==> config.mk <==
export PLATFORM = sky130hd
export DESIGN_NAME = sensor_readout_packer
export DESIGN_NICKNAME = d
export VERILOG_FILES = /design/src/rtl/readout_pkg.sv /design/src/rtl/lane_shift_reg.sv /design/src/rtl/sensor_readout_packer.sv
export SDC_FILE = /design/constraint.sdc
export NUM_CORES = 1
export LEC_CHECK = 0
export ABC_AREA = 1
export BUFFER_PORTS_ARGS = -buffer_cell sky130_fd_sc_hd__buf_2
export CAP_MARGIN = 20
export CORE_ASPECT_RATIO = 0.75
export CORE_MARGIN = 2
export CORE_UTILIZATION = 63
export DETAILED_ROUTE_END_ITERATION = 16
export MAX_ROUTING_LAYER = met4
export PLACE_DENSITY = 0.85
export SETUP_SLACK_MARGIN = 0.05
export SLEW_MARGIN = 20
export SYNTH_ARGS = -nofsm -noshare
export SYNTH_HDL_FRONTEND = slang
export SYNTH_HIERARCHICAL = 1
export SYNTH_SLANG_ARGS = --single-unit
==> constraint.sdc <==
create_clock -name clk -period 9.57 [get_ports clk]
set_clock_uncertainty 0.2 [all_clocks]
set_input_delay 2.3925 -clock clk [delete_from_list [all_inputs] [get_ports clk]]
set_output_delay 2.3925 -clock clk [all_outputs]
set_load 0.05 [all_outputs]
==> src/rtl/readout_pkg.sv <==
`default_nettype none
// +----------------------------------------------------------------------+
// | readout_pkg: shared FSM encoding and lane constants for the readout  |
// | packer. Revision: 1.0                                                |
// +----------------------------------------------------------------------+
package readout_pkg;

  typedef enum logic [1:0] {
    ST_IDLE    = 2'd0,
    ST_CAPTURE = 2'd1,
    ST_FLUSH   = 2'd2
  } state_t;

  localparam int DIN_W_DEFAULT  = 16;
  localparam int DOUT_W_DEFAULT = 256;
  localparam int LANES          = DOUT_W_DEFAULT / DIN_W_DEFAULT;

  function automatic int lanes_of(input int dout_w, input int din_w);
    return dout_w / din_w;
  endfunction

endpackage
`default_nettype wire

==> src/rtl/lane_shift_reg.sv <==
`default_nettype none
// +----------------------------------------------------------------------+
// | lane_shift_reg: accumulates samples MSB-lane first into one packed   |
// | word; lanes not yet written read as zero. Revision: 1.0              |
// +----------------------------------------------------------------------+
module lane_shift_reg
  import readout_pkg::*;
#(
  parameter int DIN_W  = DIN_W_DEFAULT,
  parameter int DOUT_W = DOUT_W_DEFAULT
) (
  input  logic              clk,
  input  logic              reset,
  input  logic              i_clear,
  input  logic              i_load,
  input  logic [DIN_W-1:0]  i_din,
  input  logic              i_emit,
  output logic [DOUT_W-1:0] o_word,
  output logic              o_lane_last
);

  localparam int c_lanes  = lanes_of(DOUT_W, DIN_W);
  localparam int c_lane_w = (c_lanes > 1) ? $clog2(c_lanes) : 1;

  logic [DOUT_W-1:0]   r_lanes;
  logic [c_lane_w-1:0] r_lane_cnt;
  logic [DOUT_W-1:0]   w_word;

  // Word as it will look once the current sample lands in its lane.
  genvar i;
  generate
    for (i = 0; i < c_lanes; i++) begin : g_lane
      assign w_word[DOUT_W-1-i*DIN_W -: DIN_W] =
        (i_load && (r_lane_cnt == c_lane_w'(i))) ? i_din
                                                 : r_lanes[DOUT_W-1-i*DIN_W -: DIN_W];
    end
  endgenerate

  assign o_word      = w_word;
  assign o_lane_last = (r_lane_cnt == c_lane_w'(c_lanes - 1));

  always_ff @(posedge clk or negedge reset) begin
    if (!reset) begin
      r_lanes    <= '0;
      r_lane_cnt <= '0;
    end else if (i_clear || (i_load && i_emit)) begin
      r_lanes    <= '0;
      r_lane_cnt <= '0;
    end else if (i_load) begin
      r_lanes    <= w_word;
      r_lane_cnt <= r_lane_cnt + 1'b1;
    end
  end

endmodule
`default_nettype wire

==> src/rtl/sensor_readout_packer.sv <==
`default_nettype none
// +----------------------------------------------------------------------+
// | sensor_readout_packer: packs a frame of sensor samples into wide     |
// | words for a host-side FIFO. Revision: 1.0                            |
// +----------------------------------------------------------------------+
module sensor_readout_packer
  import readout_pkg::*;
#(
  parameter int DIN_W  = DIN_W_DEFAULT,
  parameter int DOUT_W = DOUT_W_DEFAULT
) (
  input  logic              clk,
  input  logic              reset,
  input  logic [31:0]       Num_Pix,
  input  logic              capture_en,
  input  logic [DIN_W-1:0]  din,
  input  logic              din_valid,
  output logic [DOUT_W-1:0] dout,
  output logic              wr_en,
  input  logic              almost_full,
  output logic              frame_done,
  output logic [31:0]       frame_cnt,
  output logic              overflow,
  output logic              busy
);

  state_t            r_state;
  logic [31:0]       r_num_pix;
  logic [31:0]       r_pix_cnt;
  logic [31:0]       r_frame_cnt;
  logic [DOUT_W-1:0] r_out_word;
  logic              r_out_valid;
  logic              r_overflow;

  logic [DOUT_W-1:0] w_word;
  logic              w_lane_last;
  logic              w_start;
  logic              w_take;
  logic [31:0]       w_pix_next;
  logic              w_final;
  logic              w_emit;
  logic              w_wr_en;
  logic              w_occupied;
  logic              w_frame_done;

  assign w_start    = (r_state == ST_IDLE) && capture_en && (Num_Pix != 32'd0);
  assign w_take     = (r_state == ST_CAPTURE) && din_valid;
  assign w_pix_next = r_pix_cnt + 32'd1;
  assign w_final    = w_take && (w_pix_next == r_num_pix);
  assign w_emit     = w_take && (w_lane_last || w_final);
  assign w_wr_en    = r_out_valid && !almost_full;
  // A register being written this cycle is free to accept the next word.
  assign w_occupied = r_out_valid && !w_wr_en;
  // In FLUSH the held word is the last one of the frame, even if the true
  // final word was dropped on overflow.
  assign w_frame_done = w_wr_en && (r_state == ST_FLUSH);

  lane_shift_reg #(
    .DIN_W  (DIN_W),
    .DOUT_W (DOUT_W)
  ) u_lanes (
    .clk         (clk),
    .reset       (reset),
    .i_clear     (w_start),
    .i_load      (w_take),
    .i_din       (din),
    .i_emit      (w_emit),
    .o_word      (w_word),
    .o_lane_last (w_lane_last)
  );

  always_ff @(posedge clk or negedge reset) begin
    if (!reset) begin
      r_state   <= ST_IDLE;
      r_num_pix <= '0;
      r_pix_cnt <= '0;
    end else begin
      case (r_state)
        ST_IDLE: begin
          if (w_start) begin
            r_state   <= ST_CAPTURE;
            r_num_pix <= Num_Pix;
            r_pix_cnt <= '0;
          end
        end
        ST_CAPTURE: begin
          if (w_take) begin
            r_pix_cnt <= w_pix_next;
            if (w_final) r_state <= ST_FLUSH;
          end
        end
        ST_FLUSH: begin
          if (w_wr_en) r_state <= ST_IDLE;
        end
        default: r_state <= ST_IDLE;
      endcase
    end
  end

  always_ff @(posedge clk or negedge reset) begin
    if (!reset) begin
      r_out_word  <= '0;
      r_out_valid <= 1'b0;
      r_overflow  <= 1'b0;
      r_frame_cnt <= '0;
    end else begin
      if (w_emit && !w_occupied) begin
        r_out_word  <= w_word;
        r_out_valid <= 1'b1;
      end else if (w_wr_en) begin
        r_out_valid <= 1'b0;
      end
      if (w_emit && w_occupied) r_overflow <= 1'b1;
      r_frame_cnt <= r_frame_cnt + {31'd0, w_frame_done};
    end
  end

  assign dout       = r_out_word;
  assign wr_en      = w_wr_en;
  assign frame_done = w_frame_done;
  assign frame_cnt  = r_frame_cnt;
  assign overflow   = r_overflow;
  assign busy       = (r_state != ST_IDLE);

endmodule
`default_nettype wire
Word level (Yosys, flattened, before mapping) --
Cells that the tools add are included.
Storage, ports and cells: output and inout port bits 292, input bits 53, word-level logic and storage cells 106, bits in registers 616
Cells by class: reduce and logical (&&, ||, !) cells 42, add/sub/neg operators 3, multiplexer cells 30, equal/unequal tests 22
Operators with widths (count):
- two-way mux 256 bit | 2
- two-way mux 16 bit | 16
- two-way mux 32 bit | 2
- case mux 32 bit (2 select lines) | 1
- adder 32 x 1 -> 32 bit | 1
- adder 32 x 1 -> 32 bit (second input constant) | 1
- equality test 32 bit | 1
- equality test 4 bit (second input constant) | 8
- nonzero test 32 bit | 1
- logical AND 1 bit | 27
- equality test 4 x 3 -> 1 bit (second input constant) | 4
- equality test 4 x 2 -> 1 bit (second input constant) | 2
- two-way mux 2 bit | 4
- two-way mux 4 bit | 2
- nonzero test 2 bit | 4
- case mux 2 bit (3 select lines) | 1
- adder 4 x 1 -> 4 bit (second input constant) | 1
- equality test 4 x 1 -> 1 bit (second input constant) | 1
- logical NOT 4 bit | 1
- != test 2 x 1 -> 1 bit (second input constant) | 2
- != test 2 bit (second input constant) | 2
- AND reduction 4 bit | 1
- logical NOT 1 bit | 3
- AND reduction 3 bit | 1
- 6 further kinds | 8

Logic depth before layout (Yosys ltp) --
Gate-level depths: netlist of the first run.
word-level depth 8, mapped depth 23, gate-level depth less buffers 20

Modules after synthesis --
Netlist of the first run, hierarchy kept.
Modules (own cells, without submodules):
- sensor_readout_packer | instances 1, cells each 1951, area each 16348.2 µm²
- lane_shift_reg | instances 1, cells each 1979, area each 13375.3 µm²

Worst setup path after synthesis of the first run --
OpenSTA, ideal clock, no wires.
kind input to output, start point input almost_full, end point output frame_done, stages on the path 3, data required time 6.977 ns, setup slack 2.630 ns, data arrival time 4.348 ns, path through nor2_1 -> inv_1 -> nor3_1
On the way: longest elaborated chain between the ends 3
Ends and longest elaborated chain:
- from (decl) | RTL line sensor_readout_packer.sv:20 | input logic almost_full,
- logical NOT 1 bit | RTL line sensor_readout_packer.sv:51 | assign w_wr_en = r_out_valid && !almost_full;
- logical AND 1 bit | RTL line sensor_readout_packer.sv:51
- logical AND 1 bit | RTL line sensor_readout_packer.sv:56 | assign w_frame_done = w_wr_en && (r_state == ST_FLUSH);
- to (decl) | RTL line sensor_readout_packer.sv:21 | output logic frame_done,
No other way between the ends.

Worst setup path after layout of the first run --
start point input din_valid, end point register u_lanes.r_lanes[52]
On the way: longest elaborated chain between the ends 7, elaborated cells between the ends (all ways) 11, those cells by class mux (3); reduce/logical (8)
Ends and longest elaborated chain:
- from (decl) | RTL line sensor_readout_packer.sv:17 | input logic din_valid,
- logical AND 1 bit (*) | RTL line sensor_readout_packer.sv:47 | assign w_take = (r_state == ST_CAPTURE) && din_valid;
- logical AND 1 bit | RTL line sensor_readout_packer.sv:49 | assign w_final = w_take && (w_pix_next == r_num_pix);
- logical OR 1 bit | RTL line sensor_readout_packer.sv:50 | assign w_emit = w_take && (w_lane_last || w_final);
- logical AND 1 bit (*) | RTL line sensor_readout_packer.sv:50
- net w_emit | RTL line sensor_readout_packer.sv:41 | logic w_emit;
- logical AND 1 bit (*) | RTL line lane_shift_reg.sv:46 | end else if (i_clear || (i_load && i_emit)) begin
- logical OR 1 bit (*) | RTL line lane_shift_reg.sv:46
- two-way mux 256 bit or nonzero test 2 bit (tied branches)
- to (signal assigned) | RTL line lane_shift_reg.sv:50 | r_lanes <= w_word;
- to (decl) | RTL line lane_shift_reg.sv:25 | logic [DOUT_W-1:0] r_lanes;
The timed path passes the listed nets; every way through them passes the cells marked *. The select of a mux whose other input is x is not followed. A chain may end at the register's enable or synchronous reset.

==> impl_metrics.py, run 1 <==
metrics = {
    "setup_path": {
        "start_kind": "primary input",
        "endpoint_kind": "register",
        "crit_type": "primary input to register",
        "required_ns": 9.84,
        "reg2regPathDepth": 18,
        "arrival_ns": 6.54,
        "cp_max_fo": 177,
    },
    "logic_synthesis": {
        "synth-edff-count": 0,
        "synth-main-ff-cell": "dfrtp_1",
        "yosysWarnings": 6,
        "synth_common_cells": "nand2_1, inv_1, dfrtp_1",
        "async_flop_share": 1.00,
        "ys_ff_latch": 616,
        "synth_top_cell_area_share": 0.519,
        "yosysTopAreaCell": "dfrtp_1",
        "synth_area_sq_mm": 0.0297,
        "synth.distinct_cells": 33,
        "yosysMostFrequentCell": "nand2_1",
        "ys_seq_area_frac": 0.519,
        "synth_nets": 3990,
        "synth_area_per_cell_sq_um": 7.56,
        "syn_inst": 3930,
        "netlist_top_cells_area": "dfrtp_1, nand2_1, inv_1",
    },
    "cts": {
        "tritoncts": "yes",
        "clkTransAtPathRegs_ns": 0.06,
        "cts_setup_buffers": 0,
        "clockRootBuffer": "clkbuf_16",
        "cts_resized": 0,
        "htreeDepth": 2,
        "cts_made_buffers": 57,
        "cts-hold-fix-buffers": 0,
        "cts.sinks": 616,
        "clk_path_buf_depth": 3,
        "insertion_delay_ns": 0.64,
    },
    "sta": {
        "maxSlewHeadroom": 0.172,
        "finalSetupTns_ns": 0,
        "fmax_mhz": 160,
        "fin_crit_sh": 0.655,
        "hold_violations": 0,
        "tightest_slew_ns": 1.24,
        "fin_hold_ws_ns": 0.265,
        "drv_slew": 0,
        "rsz0062_at_grt": "false",
        "finalSetupViolCount": 0,
        "finalCriticalPeriod_ns": 6.27,
    },
    "power_and_ir_drop": {
        "clkPwrFrac": 0.218,
        "power_frac_comb": 0.422,
        "p_sw_frac": 0.462,
        "p_leak_nw": 19.9,
        "power_switching_w": 0.00532,
        "seq_power_share": 0.360,
        "power_density_mw_per_mm2": 344,
        "vdd_drop_max_v": 0.000304,
        "power.internal_w": 0.00621,
    },
    "floorplan": {
        "die_area_sq_mm": 0.0490,
        "initial_utilization": 0.642,
        "die_x_um": 255,
        "die_h_um": 192,
        "num_rows": 68,
        "coreArea_sq_mm": 0.0463,
        "ioPinCount": 345,
    },
    "finish": {
        "nets": 4189,
        "antennaDiodeCount": 0,
        "drive_gt1_frac": 0.120,
        "syn2layout_area_growth_pct": 12.6,
    },
    "grt": {
        "grt_use_met1": 0.525,
        "grt_max_degree": 183,
        "antenna_found_initial": 0,
        "use_met2": 0.500,
        "grt-ovfl-total": 0,
        "gr-usage-met3": 0.0560,
        "grt_usage": 0.356,
        "grt_pass1_wl_um": 133000,
        "busiest_layer": "met1",
        "grt_pass1_vias": 24300,
    },
    "detailed_routing": {
        "drt_iter0_markers": 3883,
        "viasPerCell": 5.54,
        "drt.antenna.violating_nets": 0,
        "wl_per_cell_um": 17.5,
        "drc_errors": 0,
        "firstDrtPassIters": 8,
        "totalWireLength_um": 84000,
        "vias": 26600,
    },
    "hold_path": {
        "hold_depth": 2,
        "hold_class": "register to register",
    },
    "run": {
        "max-cap-violations": 0,
    },
    "place": {
        "dpl.hpwl_um": 51300,
        "gp_congestion": 0.953,
        "port_buffers": 344,
    },
    "run_status": {
        "status": "finished clean",
    },
}
## state kept, by name, indices dropped and copies added, names as in the netlist
name	flops
r_out_valid	1
r_num_pix	32
u_lanes/r_lanes	256
r_state	2
dout	256
r_pix_cnt	32
overflow	1
frame_cnt	32
u_lanes/r_lane_cnt	4
## power by group through the flow
stage	combinational (W)	sequential, W	clock, W
detailed placement	0.00478	0.00416	0
global route	0.00531	0.00424	0.00265
CTS	0.00483	0.00413	0.00254
floorplan	0.00187	0.00584	0
finish	0.00487	0.00414	0.00252
global placement	0.00467	0.00414	0
## cell families after synthesis
group | after synthesis | synth area share
AO/OA/AOI/OAI | 68 | 0.0126
XOR/XNOR | 32 | 0.00989
adder cells (fa/ha/maj) | 7 | 0.00295
buffers and inverters | 866 | 0.121
flip-flops | 616 | 0.519
AND/OR/NAND/NOR | 2341 | 0.335
## final timing paths
path | startpoint | endpoint | slack, ns
worst max-delay path | din_valid | u_lanes/r_lanes[52] | 3.30
worst min-delay path | dout[166] | dout[166] | 0.27
worst max register to register | r_pix_cnt[2] | u_lanes/r_lanes[52] | 3.93
worst min register to register | dout[166] | dout[166] | 0.27
max in group asynchronous | reset | dout[33] | 5.74
min in group asynchronous | reset | r_pix_cnt[17] | 1.59
## metal layers
layer | wire [um] | vias up | part of all wire
met5 | 0 | - | 0
met4 | 2880 | 0 | 0.034
met3 | 8690 | 193 | 0.10
met2 | 36400 | 1344 | 0.43
met1 | 36100 | 12600 | 0.43
li1 | - | 12500 | -
## cell type report
cell class	instances	area (sq um)
clock inverters	32	452
repair buffers	370	2060
well taps	630	788
clock buffers	75	1620
multi-input cells	2448	10800
inverters	636	2390
flip-flops and latches	616	15400
fillers	3593	12800
## cells in the final DEF (no fill, tap or decap), types with 4 or more instances in the layout
cell and count:
o21ai_0 40, bufinv_16 11, a21oi_1 6, o22ai_1 16, nor2_1 348, nor4_1 10
o21ai_1 4, inv_2 9, nor2_4 6, buf_2 343, buf_16 4, nand3_1 268
clkbuf_1 8, buf_4 17, xor2_1 19, clkinv_2 16, xnor2_1 12, nand4_1 277
dfrtp_1 616, nand3b_1 7, ha_1 7, nor2_2 9, clkbuf_8 8, nand2_1 1397
inv_1 624, nor3_1 8, clkbuf_16 59
## through the flow
step           setup slack, ns  utilization  instance area [sq um]  cells  total power [W]
2_1_floorplan             2.63            -                  29700   3930          0.00771
3_3_place_gp              2.97        0.676                  31300   4695          0.00880
3_5_place_dp              2.84        0.676                  31300   4695          0.00894
4_1_cts                   3.46        0.721                  33400   4802           0.0115
5_1_grt                   3.13        0.723                  33500   4807           0.0122
6_report                  3.30        0.723                  33500   4807           0.0115
## critical path: stages
cell and delay [ns]:
buf_2 0.08, inv_1 0.05, nor2_4 0.27, nand3_1 0.12
nor2_1 0.12, nand3_1 0.08, nor2_1 0.09, nand2_1 0.06
nor2_1 0.08, nand2_1 0.06, nor2_1 0.08, nand3_1 0.19
nand2_8 0.78, nand2_1 0.21, inv_1 0.17, a21oi_4 0.10
clkinv_4 0.54, buf_12 0.52, nor2_1 0.13
No activity file was read; power rests on OpenSTA's default activity.
==> run 2, diff against run 1 <==
ABC_AREA = 0   (was 1)
CORE_UTILIZATION = 59   (was 63)
PLACE_DENSITY = 0.81   (was 0.85)
clock period = 6.1 ns   (was 9.57 ns; I/O delays follow)
==> run 2 against run 1 <==
Count of clock-buffer cells in the layout is 7 higher. Final cell count is 35% lower. Worst setup slack worse by 2.6 ns. Worst hold slack better by 0.00073 ns. Wire length is 7.1% lower. Critical path depth is 6 lower. Utilization is 4.7 points lower. Sequential share of layout area is 0.44 points higher.
==> impl_metrics.py, run 2 <==
metrics = {
    "run_status": {
        "status": "finished clean",
    },
    "logic_synthesis": {
        "syn_inst": 2201,
        "synth_top_family_by_area": "multiplexers",
        "synth_top_cell_area_share": 0.523,
        "synth_mux_area_frac": 0.227,
        "ys_ff_latch": 616,
        "synth_area_sq_mm": 0.0294,
        "yosys.area_share.simple": 0.0706,
        "synth_nets": 2261,
        "yosysMostFrequentCell": "dfrtp_1",
        "netlist_top_cells_area": "dfrtp_1, mux2_4, mux2_2",
        "ys_seq_area_frac": 0.523,
        "synth-xor-area-share": 0.0193,
        "async_flop_share": 1.00,
        "yosysWarnings": 6,
        "synth_area_per_cell_sq_um": 13.4,
        "synth_common_cells": "dfrtp_1, mux2_2, mux2_4",
        "synth.distinct_cells": 75,
        "synth-edff-count": 0,
        "yosysTopAreaCell": "dfrtp_1",
        "synth-compound-area-share": 0.112,
        "synth-main-ff-cell": "dfrtp_1",
        "yosys.area_share.adder": 0.00331,
    },
    "finish": {
        "multi_input_area_sq_mm": 0.0128,
        "seqCellArea_sq_mm": 0.0154,
        "nets": 2490,
        "final_common_cell": "dfrtp_1",
        "fill_cells": 3422,
        "syn2layout_area_growth_pct": 12.6,
        "drive_gt1_frac": 0.421,
        "final_cell_mix": "dfrtp_1, buf_2, mux2_2, mux2_4, nand2_1",
        "antennaDiodeCount": 0,
    },
    "floorplan": {
        "die_area_sq_mm": 0.0517,
        "die_x_um": 262,
        "num_rows": 70,
        "die_h_um": 197,
        "initial_utilization": 0.600,
        "ioPinCount": 345,
        "coreArea_sq_mm": 0.0490,
    },
    "detailed_routing": {
        "wl_per_cell_um": 25.0,
        "drc_errors": 0,
        "drt.antenna.violating_nets": 0,
        "drt_iter0_markers": 2181,
        "vias": 20100,
        "totalWireLength_um": 78100,
        "firstDrtPassIters": 6,
        "viasPerCell": 6.46,
    },
    "grt": {
        "grt_pass1_vias": 20000,
        "antenna_found_initial": 0,
        "grt_usage": 0.310,
        "grt_pass1_wl_um": 120000,
        "grt-ovfl-total": 0,
        "grt_max_degree": 128,
    },
    "sta": {
        "hold_violations": 0,
        "fin_crit_sh": 0.878,
        "fin_hold_ws_ns": 0.266,
        "rsz0062_at_grt": "false",
        "maxSlewHeadroom": 0.292,
        "finalCriticalPeriod_ns": 5.36,
        "fmax_mhz": 187,
        "finalSetupTns_ns": 0,
        "drv_slew": 0,
        "tightest_slew_ns": 1.06,
        "finalSetupViolCount": 0,
    },
    "setup_path": {
        "required_ns": 6.40,
        "reg2regPathDepth": 13,
        "endpoint_kind": "register",
        "worstPathCellList": "nand4_1 -> or4_1 -> or3_1 -> a2111oi_1 -> nand4_1 -> nor4_4 -> o21ai_0 -> inv_1 -> a21o_1 -> buf_4 -> buf_4 -> a21oi_2 -> a32o_1",
        "worst-path-stages": 13,
        "cpPeakStageDelay_ns": 0.73,
        "cpMaxStageDelayCell": "or4_1",
        "start_kind": "register",
        "crit_type": "register to register",
        "arrival_ns": 5.65,
        "crit_buf_inv": 3,
        "cp_max_fo": 16,
        "critical-path-top-delay-family": "simple AND/OR/NAND/NOR gates",
    },
    "power_and_ir_drop": {
        "vdd_drop_max_v": 0.000422,
        "finalPower_w": 0.0167,
        "power_density_mw_per_mm2": 504,
        "clkPwrFrac": 0.223,
        "power_frac_comb": 0.400,
        "p_leak_nw": 17.1,
        "power_switching_w": 0.00671,
        "seq_power_share": 0.377,
        "p_sw_frac": 0.401,
        "power.internal_w": 0.0100,
    },
    "hold_path": {
        "hold_depth": 1,
        "hold_class": "register to register",
    },
    "place": {
        "dpl.hpwl_um": 49700,
        "gp_congestion": 0.995,
        "port_buffers": 344,
    },
    "cts": {
        "insertion_delay_ns": 0.63,
        "cts_made_buffers": 58,
        "tritoncts": "yes",
        "clockRootBuffer": "clkbuf_16",
        "cts.sinks": 616,
        "cts_resized": 0,
        "clk_path_buf_depth": 3,
        "clkTransAtPathRegs_ns": 0.06,
        "cts-hold-fix-buffers": 0,
        "htreeDepth": 2,
        "cts_setup_buffers": 0,
    },
    "run": {
        "max-cap-violations": 0,
    },
}
## run 2: changes by cell type after synthesis, moves of 16 or more
cell	before	now
mux2_2	0	272
nand4_1	277	24
xnor2_1	12	43
a32o_1	0	160
a22o_1	0	70
o31ai_1	0	16
mux2_4	0	240
nand2_1	1398	173
nand3_1	268	28
inv_1	627	13
o2bb2ai_1	0	32
nor2_1	350	32
## run 2: path summary, 6_finish.rpt
path	startpoint	endpoint	slack [ns]
worst max-delay path	r_pix_cnt[11]	u_lanes/r_lanes[45]	0.74
worst min-delay path	frame_cnt[31]	frame_cnt[31]	0.27
worst max register to register	r_pix_cnt[11]	u_lanes/r_lanes[45]	0.74
worst min register to register	frame_cnt[31]	frame_cnt[31]	0.27
max in group asynchronous	reset	u_lanes/r_lanes[210]	3.66
min in group asynchronous	reset	frame_cnt[29]	0.74
## run 2: final cells by class
class                   instances  share of cell area
clock buffers                  82              0.0516
inverters                      14             0.00158
clock inverters                20             0.00713
flip-flops and latches        616               0.465
well taps                     648              0.0244
multi-input cells            1357               0.387
repair buffers                383              0.0633
## run 2: cells by family after synthesis
kind of cell,count (synthesis)
and+or+nand+nor,387
muxes,515
DFF,616
AOI/OAI and AO/OA,382
buffers and inverters,228
adders and majority gates,8
xor gates and xnor gates,65
## run 2: power by group through the flow
stage,clock network (W),registers [W],logic (W)
finish,0.00372,0.00630,0.00669
CTS,0.00378,0.00628,0.00668
floorplan,0,0.00808,0.00318
global placement,0,0.00625,0.00648
global route,0.00395,0.00641,0.00699
detailed placement,0,0.00632,0.00662
## run 2: per-layer routing
layer,vias up,GRT usage,part of all wire
li1,8622,-,-
met1,10400,0.453,0.44
met2,941,0.449,0.45
met3,174,0.0413,0.072
met4,0,0.105,0.031
met5,-,-,0
## run 2: worst register-to-register path: cells and delay by family (launching register included)
family	cells	cell delay, ns
AND/OR/NAND/NOR	5	2.27
buffers and inverters	3	0.63
flip-flops	1	0.49
AO/OA/AOI/OAI	5	1.67
## run 2: per-stage QoR
stage | setup WS [ns] | utilization | cell area [sq um] | instances
after floorplan | 1.31 | - | 29400 | 2201
after global placement | 0.916 | 0.636 | 31200 | 3018
after detailed placement | 0.829 | 0.636 | 31200 | 3018
after CTS | 0.837 | 0.676 | 33200 | 3120
after global routing | 0.505 | 0.676 | 33200 | 3120
final | 0.742 | 0.676 | 33200 | 3120
